<file path="src/rtl/bsg_manycore_remote_req_issue.sv">
// bsg_manycore_remote_req_issue: 2-entry issue FIFO with credit flow control; lock FSM under BSG_MANYCORE_ISSUE_LOCK_EN
`ifndef BSG_MANYCORE_PACKET_WIDTH
`define BSG_MANYCORE_PACKET_WIDTH(a,d,x,y) (2+((d)>>3)+(a)+(d)+2*((x)+(y)))
`endif

module bsg_manycore_remote_req_issue #(
    parameter int x_cord_width_p = 4,
    parameter int y_cord_width_p = 5,
    parameter int data_width_p = 32,
    parameter int addr_width_p = 10,
    parameter int max_out_credits_p = 16,
    localparam int packet_width_lp = `BSG_MANYCORE_PACKET_WIDTH(addr_width_p, data_width_p, x_cord_width_p, y_cord_width_p),
    localparam int credit_width_lp = $clog2(max_out_credits_p + 1)
) (
    input  logic                       clk_i,
    input  logic                       reset_n_i,
    input  logic                       v_i,
    input  logic [packet_width_lp-1:0] data_i,
    input  logic                       req_lock_i,
    input  logic                       rel_lock_i,
    input  logic                       ret_store_cntr_i,
    output logic                       ready_o,
    output logic                       v_o,
    output logic [packet_width_lp-1:0] data_o,
    input  logic                       ready_i,
    input  logic                       returned_credit_i,
    input  logic                       lock_grant_v_i,
    input  logic                       lock_grant_i,
    output logic [credit_width_lp-1:0] out_credits_o,
    output logic                       store_cntr_v_o,
    output logic [credit_width_lp-1:0] store_cntr_o,
    output logic                       lock_held_o,
    output logic                       lock_wait_o
);
    localparam logic [credit_width_lp-1:0] max_credits_lp = credit_width_lp'(max_out_credits_p);

    logic [packet_width_lp-1:0] mem_q [2];
    logic                       rd_ptr_q, wr_ptr_q;
    logic [1:0]                 cnt_q;
    logic [credit_width_lp-1:0] credit_q, credit_d;
    logic                       store_v_q;
    logic [credit_width_lp-1:0] store_q;
    logic                       accept, pop, full;

    assign full    = cnt_q == 2'd2;
    assign accept  = v_i & ready_o;
    assign pop     = v_o & ready_i;
    assign v_o     = cnt_q != 2'd0;
    assign data_o  = mem_q[rd_ptr_q];
    assign ready_o = reset_n_i & ~full & (credit_q != '0) & ~lock_wait_o;

    always_ff @(posedge clk_i) if (accept) mem_q[wr_ptr_q] <= data_i;

    always_ff @(posedge clk_i) begin
        if (!reset_n_i) begin
            rd_ptr_q <= 1'b0;
            wr_ptr_q <= 1'b0;
            cnt_q    <= 2'd0;
        end else begin
            if (accept) wr_ptr_q <= ~wr_ptr_q;
            if (pop) rd_ptr_q <= ~rd_ptr_q;
            cnt_q <= cnt_q + 2'(accept) - 2'(pop);
        end
    end

    always_comb begin
        credit_d = (accept & ~returned_credit_i) ? credit_q - 1'b1
                 : (returned_credit_i & ~accept & (credit_q != max_credits_lp)) ? credit_q + 1'b1
                 : credit_q;
    end

    always_ff @(posedge clk_i) begin
        if (!reset_n_i) begin
            credit_q  <= max_credits_lp;
            store_v_q <= 1'b0;
            store_q   <= '0;
        end else begin
            credit_q  <= credit_d;
            store_v_q <= ret_store_cntr_i;
            if (ret_store_cntr_i) store_q <= max_credits_lp - credit_q;
        end
    end

    assign out_credits_o  = credit_q;
    assign store_cntr_v_o = store_v_q;
    assign store_cntr_o   = store_q;

`ifndef SYNTHESIS
    always_ff @(posedge clk_i)
        if (reset_n_i && returned_credit_i && !accept && credit_q == max_credits_lp)
            $error("credit returned while already at max_out_credits_p");
`endif

`ifdef BSG_MANYCORE_ISSUE_LOCK_EN
    typedef enum logic [1:0] {IDLE, WAIT, HELD} lock_state_e;
    lock_state_e state_q, state_d;

    always_ff @(posedge clk_i) state_q <= !reset_n_i ? IDLE : state_d;

    always_comb begin
        state_d = state_q;
        case (state_q)
            IDLE: state_d = (accept & req_lock_i) ? WAIT : IDLE;
            WAIT: state_d = lock_grant_v_i ? (lock_grant_i ? HELD : IDLE) : WAIT;
            HELD: state_d = (accept & req_lock_i) ? WAIT : rel_lock_i ? IDLE : HELD;
            default: state_d = IDLE;
        endcase
    end

    assign lock_held_o = state_q == HELD;
    assign lock_wait_o = state_q == WAIT;
`else
    logic lock_unused;
    assign lock_unused = &{req_lock_i, rel_lock_i, lock_grant_v_i, lock_grant_i};
    assign lock_held_o = 1'b0;
    assign lock_wait_o = 1'b0;
`endif
endmodule

</file>
<file path="config.mk">
export PLATFORM = sky130hd
export DESIGN_NAME = bsg_manycore_remote_req_issue
export DESIGN_NICKNAME = d
export VERILOG_FILES = /design/src/rtl/bsg_manycore_remote_req_issue.sv
export SDC_FILE = /design/constraint.sdc
export NUM_CORES = 1
export LEC_CHECK = 0
export BUFFER_PORTS_ARGS = -buffer_cell sky130_fd_sc_hd__buf_2
export CAP_MARGIN = 5
export CORE_MARGIN = 10
export CORE_UTILIZATION = 56
export CTS_CLUSTER_SIZE = 28
export DETAILED_ROUTE_END_ITERATION = 10
export PLACE_DENSITY = 0.91
export SLEW_MARGIN = 20
export SYNTH_ARGS = -nofsm -noshare
export SYNTH_HDL_FRONTEND = slang
export SYNTH_SLANG_ARGS = --single-unit
</file>
<file path="constraint.sdc">
create_clock -name clk_i -period 8.92 [get_ports clk_i]
set_input_delay 1.784 -clock clk_i [delete_from_list [all_inputs] [get_ports clk_i]]
set_output_delay 1.784 -clock clk_i [all_outputs]
set_load 0.005 [all_outputs]
</file>
# Word-level counts from Yosys, hierarchy flattened
# Memories as Yosys holds them, arrays and structs flattened. A register that Yosys moved wholly into a read port is not among the register bits.
# Index checks and enable logic that the tools add are counted.
# op_classes
n_addsub,5
eq_ne,2
mux,6
bitwise,12
n_reduce_logical,3
# ops
operator,n
2-to-1 mux 5 bit,2
bitwise AND 1 bit,7
adder 5 x 1 -> 5 bit (second input constant),1
!= test 5 bit (second input constant),1
NOT 1 bit,5
nonzero test 5 bit,1
subtractor 5 x 1 -> 5 bit (second input constant),1
subtractor 5 bit (first input constant),1
2-to-1 mux 1 bit,4
nonzero test 2 bit,2
adder 2 x 1 -> 2 bit,1
equality test 2 bit (second input constant),1
subtractor 2 x 1 -> 2 bit,1
# totals
reg_bits,15
ramBits,132
inputBits,76
output_inout_bits,81
word_cells,35
mem_count,1
# memory_table
memory,depth,width,read_ports,rd_ports_with_merged_regs,write_ports,line_no,rtl
mem_q,2,66,1,1,1,37,logic [packet_width_lp-1:0] mem_q [2];

# Longest topological paths before layout
# Gate-level depths: netlist of run 1.
# logic_depth
word_depth,10
depth_mapped,13
mapped_depth_nobuf,12

# Worst setup path before layout of run 1
# Ideal clock, no wire load.
# synth_timing
path_type,input port to flip-flop
startpoint,input v_i
endpoint,"memory mem_q[0][0] (netlist bit), enable pin"
setup_time_ps,493
t_arrival_ps,4855
required_time_ps,8427
slack_ps,3572
path_stages,3
path_buffers,1
path_cell_list,nand4bb_1 buf_6 nor2_1
# synth_between
elab_chain_len,3
# synth_lines
element,line_no,rtl
"start, declared",17,"input logic v_i,"
bitwise AND 1 bit,46,assign accept = v_i & ready_o;
2-to-1 mux 1 bit,52,always_ff @(posedge clk_i) if (accept) mem_q[wr_ptr_q] <= data_i;
2-to-1 mux 1 bit (implied by the code),52,
"end, declared",37,
# No other way between the ends.

# Final worst setup path of run 1
# layout_timing
startpoint,input reset_n_i
endpoint,output ready_o
# layout_between
elab_chain_len,2
# layout_lines
element,line_no,rtl
"start, declared",16,"input logic reset_n_i,"
bitwise AND 1 bit (2 in series),50,assign ready_o = reset_n_i & ~full & (credit_q != '0) & ~lock_wait_o;
"end, declared",22,"output logic ready_o,"
# No other way between the ends.

==> reports/results.tsv, run 1 <==
stage	metric	value	unit
outcome	outcome	completed	
global_routing	grt.total_usage	16.4	%
placement	pre_cts_slack	4.50	ns
flow_run	cap_viol_max_count	0	
routing	drcViolationCount	0	
sta	setup_viol	0	
critical_path	required	7.14	ns
placement	numPortBuffers	150	
cts	cts-buffers-inserted	17	
placement	post-dp-hpwl	8240	um
sta	setup-tns-final	0	ns
sta	clock-skew-final	0.00836	ns
cts	clock_tree.htree_level_count	4	
critical_path	worst_r2r_startpoint	out_credits_o[0]	
power_and_ir_drop	seqPwrFrac	43.3	%
cells_and_area	num-nets-final	541	
routing	wl_per_cell	19.6	um
routing	route.final.wire_length	11900	um
die	placementRows	36	
power_and_ir_drop	p_leak	2.76	nW
critical_path	reg2reg_to	mem_q[0][27]	
die	floorplan.die_area	14500	um^2
routing	drtIter0Drc	226	
power_and_ir_drop	power.combinational.fraction	20.2	%
synthesis	count_of_distinct_cell_types_in_the_synthesized_netlist	29	
critical_path	critPathMaxFanout	23	
critical_path	timing.critical_path.from_type	input port	
power_and_ir_drop	cellPowerDensity	281	nW/um^2
synthesis	flip_flop_and_latch_count_after_synthesis	148	
routing	wl_met3	994	um
power_and_ir_drop	p_sw	0.504	mW
power_and_ir_drop	swShare	25.2	%
synthesis	yosysSeqAreaShare	76.1	%
synthesis	yosys_warnings	0	
min_path	timing.hold.worst.class	register to register	
cts	cts_resized	0	
power_and_ir_drop	worst_ir_drop_vdd	151	uV
sta	worst-slew-pin-transition	0.748	ns
global_routing	grt-ovfl-total	0	
cts	insertion_delay	0.51	ns
global_routing	grt_first_pass_wirelength	18200	um
sta	fin_ws	4.61	ns
die	core-area	9770	um^2
global_routing	grt_start_max_net_pins	47	
sta	finalHoldViolCount	0	
routing	maxUsedRoutingLayer	met4	
routing	ant_nets	0	
min_path	hold_end	store_cntr_o[4]	
cts	cts_tree	done	
cells_and_area	area_growth_syn_to_layout	26.6	%
critical_path	critical_path_arrival	2.53	ns
global_routing	number_of_global_route_vias_before_repair	3417	
synthesis	post_synth_instance_area	5630	um^2
critical_path	setup.reg_to_reg.worst_slack	5.49	ns
cells_and_area	postLayoutCoreUtil	73.0	%
die	ios	157	
cts	clockBufferDepth	2	
cts	clk_root_buffer_cell	sky130_fd_sc_hd__clkbuf_8	
critical_path	timing.setup.critical_path_class	input port to primary output	
synthesis	synthCells	300	
routing	met2WireLength	6160	um
global_routing	initial_antenna_violation_count	1	
die	die_w	120	um
min_path	holdPathStages	1	
synthesis	syn_avg_cell_area	18.8	um^2
cts	cts.reportedPaths.clkPinSlew	0.06	ns
routing	vias	3119	
routing	avgViaCountPerCell	5.15	
power_and_ir_drop	clock_share_of_power	36.4	%
sta	fin_crit	4.31	ns
cts	hold_buffer_count_at_cts	0	
routing	drt_pre_antenna_iters	4	
sta	fmax	0.232	GHz
die	die_h	120	um
cells_and_area	drive_gt1_share	54.2	%
cts	postCtsSetupBuffers	0	
sta	rsz0062_at_grt	no	
power_and_ir_drop	internal-power	1.50	mW
critical_path	crit_path_end_kind	primary output	
placement	place_congestion	0.780	
sta	max_slew_margin	50.0	%
critical_path	timing.reg2reg.worst_path_depth	7	
sta	min_period_over_period	48.3	%
die	initial_utilization	57.6	%
min_path	hold_path_startpoint	store_cntr_o[4]	
cts	tritoncts_num_sinks	148	
routing	wl_met1	4550	um
sta	report.final.slew_viol_count	0	
[layout by cell type, fill, tap and decap left out, types with 2 or more instances in the layout]
master	instances
sky130_fd_sc_hd__buf_2	150
sky130_fd_sc_hd__nor2_1	2
sky130_fd_sc_hd__mux2i_1	11
sky130_fd_sc_hd__nor2b_1	7
sky130_fd_sc_hd__dfxtp_1	15
sky130_fd_sc_hd__and2_1	6
sky130_fd_sc_hd__conb_1	2
sky130_fd_sc_hd__clkbuf_16	16
sky130_fd_sc_hd__ha_1	6
sky130_fd_sc_hd__mux2_2	66
sky130_fd_sc_hd__xnor2_1	6
sky130_fd_sc_hd__nand4_1	2
sky130_fd_sc_hd__edfxtp_1	132
sky130_fd_sc_hd__bufinv_16	4
sky130_fd_sc_hd__inv_1	5
sky130_fd_sc_hd__clkinv_2	2
sky130_fd_sc_hd__nand2_1	10
sky130_fd_sc_hd__clkinv_4	6
sky130_fd_sc_hd__buf_4	3
sky130_fd_sc_hd__nand2b_1	4
[worst max-delay path, stage by stage]
cell	delay [ns]
sky130_fd_sc_hd__buf_2	0.30
sky130_fd_sc_hd__nor3b_1	0.27
sky130_fd_sc_hd__buf_2	0.16
[power by group through the flow]
stage	sequential (mW)	combinational (mW)	clock, mW
CTS	0.869	0.414	0.743
finish	0.868	0.406	0.730
global placement	0.877	0.396	0
floorplan	0.867	0.260	0
detailed placement	0.882	0.409	0
global route	0.876	0.445	0.773
[flip-flops by register name (all words and copies together), names as in the netlist, named ones only]
signal and count:
rd_ptr_q 1, wr_ptr_q 1, out_credits_o 5, cnt_q 2, store_cntr_o 5, store_cntr_v_o 1
mem_q 132
[layer usage]
metal  GRT usage (%)  vias to the layer above
li1                -                     1451
met1            18.0                     1514
met2            27.8                      136
met3            6.33                       18
met4            7.47                        0
met5               0                        -
[stage by stage]
stage          area, um^2  total power [mW]  std cells  hold slack, ns
3_5_place_dp         6510              1.29        573           0.503
6_report             7130              2.00        606           0.515
3_3_place_gp         6510              1.27        573           0.479
2_1_floorplan        5630              1.13        301           0.495
5_1_grt              7130              2.09        606           0.553
4_1_cts              7130              2.03        605           0.521
[final cells by class]
cell class | instances | area (um^2)
diodes | 1 | 2.50
clock buffers | 17 | 414
clock inverters | 15 | 206
fillers | 603 | 2640
inverters | 5 | 18.8
multi-input cells | 134 | 1260
flip-flops and latches | 148 | 4290
well taps | 133 | 166
repair buffers | 153 | 773
[synthesized netlist by cell type]
| library cell | instances | share of area [%] |
|---|---|---|
| sky130_fd_sc_hd__inv_1 | 5 | 0.33 |
| sky130_fd_sc_hd__nor3_1 | 1 | 0.089 |
| sky130_fd_sc_hd__nor2_1 | 3 | 0.20 |
| sky130_fd_sc_hd__mux2_1 | 1 | 0.20 |
| sky130_fd_sc_hd__nor2b_4 | 1 | 0.24 |
| sky130_fd_sc_hd__mux2i_2 | 1 | 0.24 |
| sky130_fd_sc_hd__ha_1 | 6 | 1.3 |
| sky130_fd_sc_hd__xnor2_1 | 6 | 0.93 |
| sky130_fd_sc_hd__buf_4 | 2 | 0.27 |
| sky130_fd_sc_hd__or2_2 | 1 | 0.11 |
| sky130_fd_sc_hd__nand4_1 | 2 | 0.22 |
| sky130_fd_sc_hd__nor2b_1 | 7 | 0.78 |
| sky130_fd_sc_hd__clkbuf_1 | 4 | 0.27 |
| sky130_fd_sc_hd__and2_1 | 6 | 0.67 |
| sky130_fd_sc_hd__conb_1 | 1 | 0.067 |
| sky130_fd_sc_hd__mux2_2 | 66 | 13 |
| sky130_fd_sc_hd__nand2b_1 | 4 | 0.44 |
| sky130_fd_sc_hd__edfxtp_1 | 132 | 70 |
| sky130_fd_sc_hd__mux2i_1 | 11 | 2.0 |
| sky130_fd_sc_hd__o211a_1 | 1 | 0.18 |
| sky130_fd_sc_hd__o21a_1 | 1 | 0.13 |
| sky130_fd_sc_hd__and3_1 | 1 | 0.11 |
| sky130_fd_sc_hd__nand4bb_1 | 1 | 0.20 |
| sky130_fd_sc_hd__or3_1 | 1 | 0.11 |
| sky130_fd_sc_hd__buf_6 | 1 | 0.20 |
| sky130_fd_sc_hd__dfxtp_1 | 16 | 5.7 |
| sky130_fd_sc_hd__nand2_1 | 10 | 0.67 |
| sky130_fd_sc_hd__nor3b_1 | 1 | 0.13 |
| sky130_fd_sc_hd__buf_2 | 7 | 0.62 |
[worst max path at each step]
stage / startpoint / end / slack, ns / depth (start not counted)
floorplan: v_i / mem_q[0][0] / 3.57 / 3
global placement: reset_n_i / mem_q[0][12] / 4.57 / 4
detailed placement: reset_n_i / mem_q[0][6] / 4.50 / 4
CTS: reset_n_i / ready_o / 4.61 / 3
global route: reset_n_i / ready_o / 4.46 / 3
finish: reset_n_i / ready_o / 4.61 / 3
[kinds of logic (layout without fill, tap and decap cells)]
family,after synthesis,in the layout,share of synthesized area [%]
other,1,3,0.0666
DFF,148,148,76.1
muxes,79,79,15.6
and+or+nand+nor,39,39,3.98
AOI/OAI and AO/OA,2,2,0.311
buffers and inverters,19,190,1.69
xor gates and xnor gates,6,6,0.933
adders and majority gates,6,6,1.33
Note: power is estimated with default switching activity, not from simulation.
==> run 2: changes to the inputs <==
--- a/config.mk
+++ b/config.mk
@@ -8,10 +8,10 @@
 export BUFFER_PORTS_ARGS = -buffer_cell sky130_fd_sc_hd__buf_2
 export CAP_MARGIN = 5
 export CORE_MARGIN = 10
-export CORE_UTILIZATION = 56
+export CORE_UTILIZATION = 52
 export CTS_CLUSTER_SIZE = 28
 export DETAILED_ROUTE_END_ITERATION = 10
-export PLACE_DENSITY = 0.91
+export PLACE_DENSITY = 0.86
 export SLEW_MARGIN = 20
 export SYNTH_ARGS = -nofsm -noshare
 export SYNTH_HDL_FRONTEND = slang
==> constraint.sdc (replaced) <==
create_clock -name clk_i -period 4 [get_ports clk_i]
set_input_delay 0.8 -clock clk_i [delete_from_list [all_inputs] [get_ports clk_i]]
set_output_delay 0.8 -clock clk_i [all_outputs]
set_load 0.005 [all_outputs]
==> run 2 against run 1 <==
Compared with the run above: critical path depth is 3 higher; final cell count is 0.83% higher; flip-flop and latch count stayed put; clock skew is 0.0028 ns lower; worst hold slack worse by 0.041 ns; largest power group unchanged.
==> reports/results.tsv, run 2 (synthesis gave the netlist of run 1 again) <==
stage	metric	value	unit
min_path	hold_end	mem_q[0][23]	
die	ios	157	
power_and_ir_drop	cellPowerDensity	613	nW/um^2
cts	clk_root_buffer_cell	sky130_fd_sc_hd__clkbuf_8	
routing	avgViaCountPerCell	5.13	
critical_path	crit_path_end_kind	primary output	
die	placementRows	37	
global_routing	grt.total_usage	15.4	%
cells_and_area	fin_area	7120	um^2
routing	wl_per_cell	19.4	um
cells_and_area	area_growth_syn_to_layout	26.5	%
routing	vias	3137	
critical_path	required	3.20	ns
cells_and_area	num-nets-final	543	
cts	cts-buffers-inserted	17	
critical_path	setup.reg_to_reg.worst_slack	1.11	ns
routing	ant_nets	0	
cts	insertion_delay	0.51	ns
min_path	timing.hold.worst.class	input port to register	
cells_and_area	drive_gt1_share	54.0	%
global_routing	number_of_global_route_vias_before_repair	3419	
critical_path	timing.critical_path.from_type	register	
sta	fin_ws	1.10	ns
sta	worst-slew-pin-transition	0.550	ns
cells_and_area	largest_register_ffs	132	
sta	fin_crit	2.90	ns
routing	route.final.wire_length	11800	um
sta	setup_viol	0	
cts	cts.reportedPaths.clkPinSlew	0.06	ns
critical_path	timing.reg2reg.worst_path_depth	12	
die	initial_utilization	54.1	%
placement	place_congestion	0.757	
critical_path	timing.setup.critical_path_class	register to primary output	
cts	cts_resized	0	
power_and_ir_drop	p_leak	2.75	nW
critical_path	critPathMaxFanout	7	
routing	drt_pre_antenna_iters	6	
sta	fmax	0.345	GHz
die	die_w	124	um
critical_path	worst_r2r_startpoint	out_credits_o[0]	
placement	post_dp_cell_area	6550	um^2
global_routing	grt-ovfl-total	0	
sta	finalHoldViolCount	0	
flow_run	cap_viol_max_count	0	
die	die_h	124	um
critical_path	critical_path_arrival	2.10	ns
placement	numPortBuffers	150	
routing	drtIter0Drc	284	
placement	pre_cts_slack	1.14	ns
sta	clock-skew-final	0.00559	ns
min_path	holdPathStages	1	
routing	drcViolationCount	0	
outcome	outcome	completed	
cells_and_area	largest_register	mem_q	
cts	tritoncts_num_sinks	148	
global_routing	grt_first_pass_wirelength	17800	um
cells_and_area	layout_commonest_cell	sky130_fd_sc_hd__buf_2	
die	floorplan.die_area	15400	um^2
cts	hold_buffer_count_at_cts	0	
critical_path	reg2reg_to	out_credits_o[4]	
sta	rsz0062_at_grt	no	
sta	setup-tns-final	0	ns
cts	cts_tree	done	
placement	post-dp-hpwl	8360	um
min_path	hold_path_startpoint	data_i[23]	
power_and_ir_drop	worst_ir_drop_vdd	344	uV
cts	clockBufferDepth	2	
cts	postCtsSetupBuffers	0	
sta	report.final.slew_viol_count	0	
die	core-area	10400	um^2
cells_and_area	layoutNonFillerInstCount	611	
cts	clock_tree.htree_level_count	4	
global_routing	grt_start_max_net_pins	58	
global_routing	initial_antenna_violation_count	1	
cells_and_area	layout_common_cells	150 x sky130_fd_sc_hd__buf_2, 132 x sky130_fd_sc_hd__edfxtp_1, 66 x sky130_fd_sc_hd__mux2_2, 16 x sky130_fd_sc_hd__clkbuf_16, 15 x sky130_fd_sc_hd__dfxtp_1	
sta	max_slew_margin	63.3	%
sta	min_period_over_period	72.5	%
placement	dpl.cell_count	578	
-- run 2: worst max-delay path by stage --
stage | from | endpoint | slack [ns] | depth (start not counted)
3_5_place_dp | out_credits_o[0] | out_credits_o[4] | 1.14 | 12
4_1_cts | out_credits_o[0] | ready_o | 1.10 | 6
5_1_grt | out_credits_o[0] | out_credits_o[4] | 0.94 | 12
6_report | out_credits_o[0] | ready_o | 1.10 | 6
2_1_floorplan | out_credits_o[0] | mem_q[0][0] | 0.48 | 7
3_3_place_gp | reset_n_i | out_credits_o[4] | 1.25 | 9
-- run 2: where the power goes --
group	switching [mW]	leakage (nW)	internal, mW
logic	0.433	1.13	0.493
clock network	0.611	0.277	0.895
registers	0.0863	1.34	1.85
-- run 2: routing by layer --
layer | vias up | GRT usage (%) | part of all wire (%)
met5 | - | 0 | 0
met1 | 1540 | 17.3 | 39
met4 | 0 | 5.47 | 1.5
li1 | 1457 | - | -
met3 | 19 | 6.11 | 9.2
met2 | 121 | 26.1 | 50
-- run 2: stage by stage --
step / hold slack (ns) / power, mW / utilization, %
3_3_place_gp: 0.479 / 2.87 / 62.9
4_1_cts: 0.445 / 4.42 / 68.4
6_report: 0.475 / 4.37 / 68.4
3_5_place_dp: 0.503 / 2.91 / 62.9
2_1_floorplan: 0.495 / 2.51 / -
5_1_grt: 0.447 / 4.58 / 68.4
-- run 2: critical path, stage by stage, from the launching register on --
cell and delay (ns):
sky130_fd_sc_hd__dfxtp_1 0.46, sky130_fd_sc_hd__inv_1 0.10, sky130_fd_sc_hd__ha_1 0.23, sky130_fd_sc_hd__and2_1 0.17, sky130_fd_sc_hd__ha_1 0.20, sky130_fd_sc_hd__nor3b_1 0.25, sky130_fd_sc_hd__buf_2 0.18
-- run 2: layout make-up --
type                    count  area, um^2
well taps                 136         170
diodes                      1        2.50
flip-flops and latches    148        4290
inverters                   5        18.8
clock buffers              18         418
multi-input cells         134        1260
clock inverters            14         153
fillers                   713        3290
repair buffers            155         813
==> run 3: changes to the inputs <==
--- a/config.mk
+++ b/config.mk
@@ -8,10 +8,10 @@
 export BUFFER_PORTS_ARGS = -buffer_cell sky130_fd_sc_hd__buf_2
 export CAP_MARGIN = 5
 export CORE_MARGIN = 10
-export CORE_UTILIZATION = 52
+export CORE_UTILIZATION = 47
 export CTS_CLUSTER_SIZE = 28
 export DETAILED_ROUTE_END_ITERATION = 10
-export PLACE_DENSITY = 0.86
+export PLACE_DENSITY = 0.82
 export SLEW_MARGIN = 20
 export SYNTH_ARGS = -nofsm -noshare
 export SYNTH_HDL_FRONTEND = slang
==> constraint.sdc (replaced) <==
create_clock -name clk_i -period 2.4 [get_ports clk_i]
set_input_delay 0.48 -clock clk_i [delete_from_list [all_inputs] [get_ports clk_i]]
set_output_delay 0.48 -clock clk_i [all_outputs]
set_load 0.005 [all_outputs]
==> run 3 against run 2 <==
Compared with the run above: first-iteration DRC count decreased by 23%; the flow now finishes with violations (setup timing); global-route usage shrank 1.7 points; worst hold slack got worse by 0.22 ns.
==> reports/results.tsv, run 3 (synthesis gave the netlist of run 1 again) <==
stage	metric	value	unit
die	floorplan.die_area	16800	um^2
placement	place_congestion	0.781	
power_and_ir_drop	total_power	7.33	mW
sta	fin_crit	2.47	ns
cts	clock_tree.htree_level_count	4	
outcome	failing_checks	setup timing	
cells_and_area	fillerInstances	836	
power_and_ir_drop	cellPowerDensity	1010	nW/um^2
sta	clock-skew-final	0.00946	ns
power_and_ir_drop	seqPwrFrac	43.4	%
placement	post-dp-hpwl	8230	um
cells_and_area	layout_commonest_cell	sky130_fd_sc_hd__buf_2	
routing	ant_nets	0	
global_routing	grt.total_usage	13.7	%
sta	fin_ws	-0.0669	ns
sta	report.final.slew_viol_count	0	
routing	wl_per_cell	18.2	um
cells_and_area	num-nets-final	552	
placement	pre_cts_slack	-0.167	ns
die	initial_utilization	48.7	%
power_and_ir_drop	internal-power	5.52	mW
power_and_ir_drop	swShare	24.8	%
global_routing	number_of_global_route_vias_before_repair	3299	
cells_and_area	postLayoutCoreUtil	63.0	%
cts	insertion_delay	0.41	ns
sta	rsz0062_at_grt	yes	
global_routing	initial_antenna_violation_count	2	
cts	tritoncts_num_sinks	148	
cells_and_area	largest_register_ffs	132	
critical_path	critPathMaxFanout	2	
die	placementRows	39	
critical_path	timing.setup.critical_path_class	register to register	
cts	clk_root_buffer_cell	sky130_fd_sc_hd__clkbuf_16	
cts	cts_tree	done	
power_and_ir_drop	clock_share_of_power	33.2	%
routing	avgViaCountPerCell	4.94	
die	die_w	129	um
critical_path	required	2.70	ns
power_and_ir_drop	power.combinational.fraction	23.4	%
cells_and_area	ff_latch_area	4290	um^2
cts	cts-buffers-inserted	17	
cells_and_area	area_growth_syn_to_layout	29.3	%
cts	clockBufferDepth	2	
sta	setup_viol	1	
cells_and_area	fin_area	7280	um^2
placement	numPortBuffers	150	
routing	route.final.wire_length	11400	um
placement	post_dp_cell_area	6690	um^2
global_routing	grt_start_max_net_pins	67	
routing	drt_pre_antenna_iters	4	
routing	drtIter0Drc	218	
sta	min_period_over_period	103	%
placement	dpl.cell_count	594	
critical_path	critical_path_arrival	2.77	ns
power_and_ir_drop	worst_ir_drop_vdd	503	uV
cells_and_area	area_occupied_by_multi_input_gates	1330	um^2
sta	finalHoldViolCount	0	
flow_run	cap_viol_max_count	0	
die	core-area	11600	um^2
cells_and_area	largest_register	mem_q	
cells_and_area	layout_common_cells	150 x sky130_fd_sc_hd__buf_2, 132 x sky130_fd_sc_hd__edfxtp_1, 66 x sky130_fd_sc_hd__mux2_2, 17 x sky130_fd_sc_hd__clkbuf_16, 13 x sky130_fd_sc_hd__dfxtp_1	
critical_path	crit_path_end_kind	register	
routing	drcViolationCount	0	
cells_and_area	drive_gt1_share	56.5	%
global_routing	grt-ovfl-total	0	
die	die_h	129	um
power_and_ir_drop	p_sw	1.82	mW
cts	postCtsSetupBuffers	0	
power_and_ir_drop	p_leak	2.79	nW
cts	cts.reportedPaths.clkPinSlew	0.06	ns
critical_path	timing.critical_path.from_type	register	
routing	vias	3101	
die	ios	157	
min_path	timing.hold.worst.class	input port to register	
outcome	outcome	finished with violations	
global_routing	grt_first_pass_wirelength	17400	um
sta	fmax	0.405	GHz
cells_and_area	layoutNonFillerInstCount	628	
[run 3: cell count changes in the layout (fill, tap and decap cells not counted), sizes merged]
cell / change
buf: +9
clkbuf: +3
clkinv: -2
clkinvlp: +3
diode: +1
inv: -4
[run 3: worst max-delay path, stage by stage (launching register included)]
cell and delay [ns]:
sky130_fd_sc_hd__dfxtp_4 0.36, sky130_fd_sc_hd__inv_4 0.04, sky130_fd_sc_hd__ha_4 0.15, sky130_fd_sc_hd__and2_4 0.15, sky130_fd_sc_hd__ha_4 0.15, sky130_fd_sc_hd__nand4bb_4 0.19
sky130_fd_sc_hd__nor2_2 0.11, sky130_fd_sc_hd__xnor2_1 0.08, sky130_fd_sc_hd__ha_2 0.18, sky130_fd_sc_hd__or3_4 0.33, sky130_fd_sc_hd__nand2b_4 0.14, sky130_fd_sc_hd__mux2i_1 0.14
sky130_fd_sc_hd__mux2_1 0.33
[run 3: stage by stage]
step                      hold WS [ns]  setup TNS [ns]
after floorplan                  0.484          -17.88
after detailed placement         0.499          -0.167
after global routing             0.240          -0.190
after global placement           0.478         -0.0362
after CTS                        0.235          -0.142
final                            0.255         -0.0669
[run 3: layout make-up]
| cell class | count | area share [%] |
|---|---|---|
| Clock inverter | 11 | 1.53 |
| Sequential cell | 148 | 59.0 |
| Inverter | 5 | 0.292 |
| Clock buffer | 21 | 6.05 |
| Multi-Input combinational cell | 134 | 18.2 |
| Antenna cell | 2 | 0.0687 |
| Tap cell | 143 | 2.46 |
| Timing Repair Buffer | 164 | 12.4 |
[run 3: worst paths after layout]
kind / from / end / slack [ns] / cells past startpoint
max reg2reg: out_credits_o[1] / out_credits_o[4] / -0.07 / 12
min: data_i[13] / mem_q[0][13] / 0.25 / 1
min reg2reg: store_cntr_o[4] / store_cntr_o[4] / 0.52 / 1
max: out_credits_o[1] / out_credits_o[4] / -0.07 / 12
[run 3: power by group through the flow]
stage               clock, mW  sequential [mW]  combinational (mW)
floorplan                   0             3.22                1.01
global placement            0             3.22                1.68
detailed placement          0             3.24                1.73
CTS                      2.49             3.19                1.75
global route             2.59             3.21                1.89
finish                   2.43             3.18                1.72
[run 3: routing by layer]
| layer | GRT usage, % | vias up | wire (um) |
|---|---|---|---|
| li1 | - | 1480 | - |
| met1 | 14.4 | 1490 | 4250 |
| met2 | 22.5 | 116 | 5720 |
| met3 | 6.77 | 15 | 1230 |
| met4 | 6.94 | 0 | 210 |
| met5 | 0 | - | 0 |
[run 3: what timing repair did]
| item | 4_1_cts | 5_1_grt |
|---|---|---|
| resized for setup | 4 | 2 |
| hold buffers | 0 | 0 |
| setup endpoints to repair | 1 | 1 |
| pin swaps | 3 | 2 |
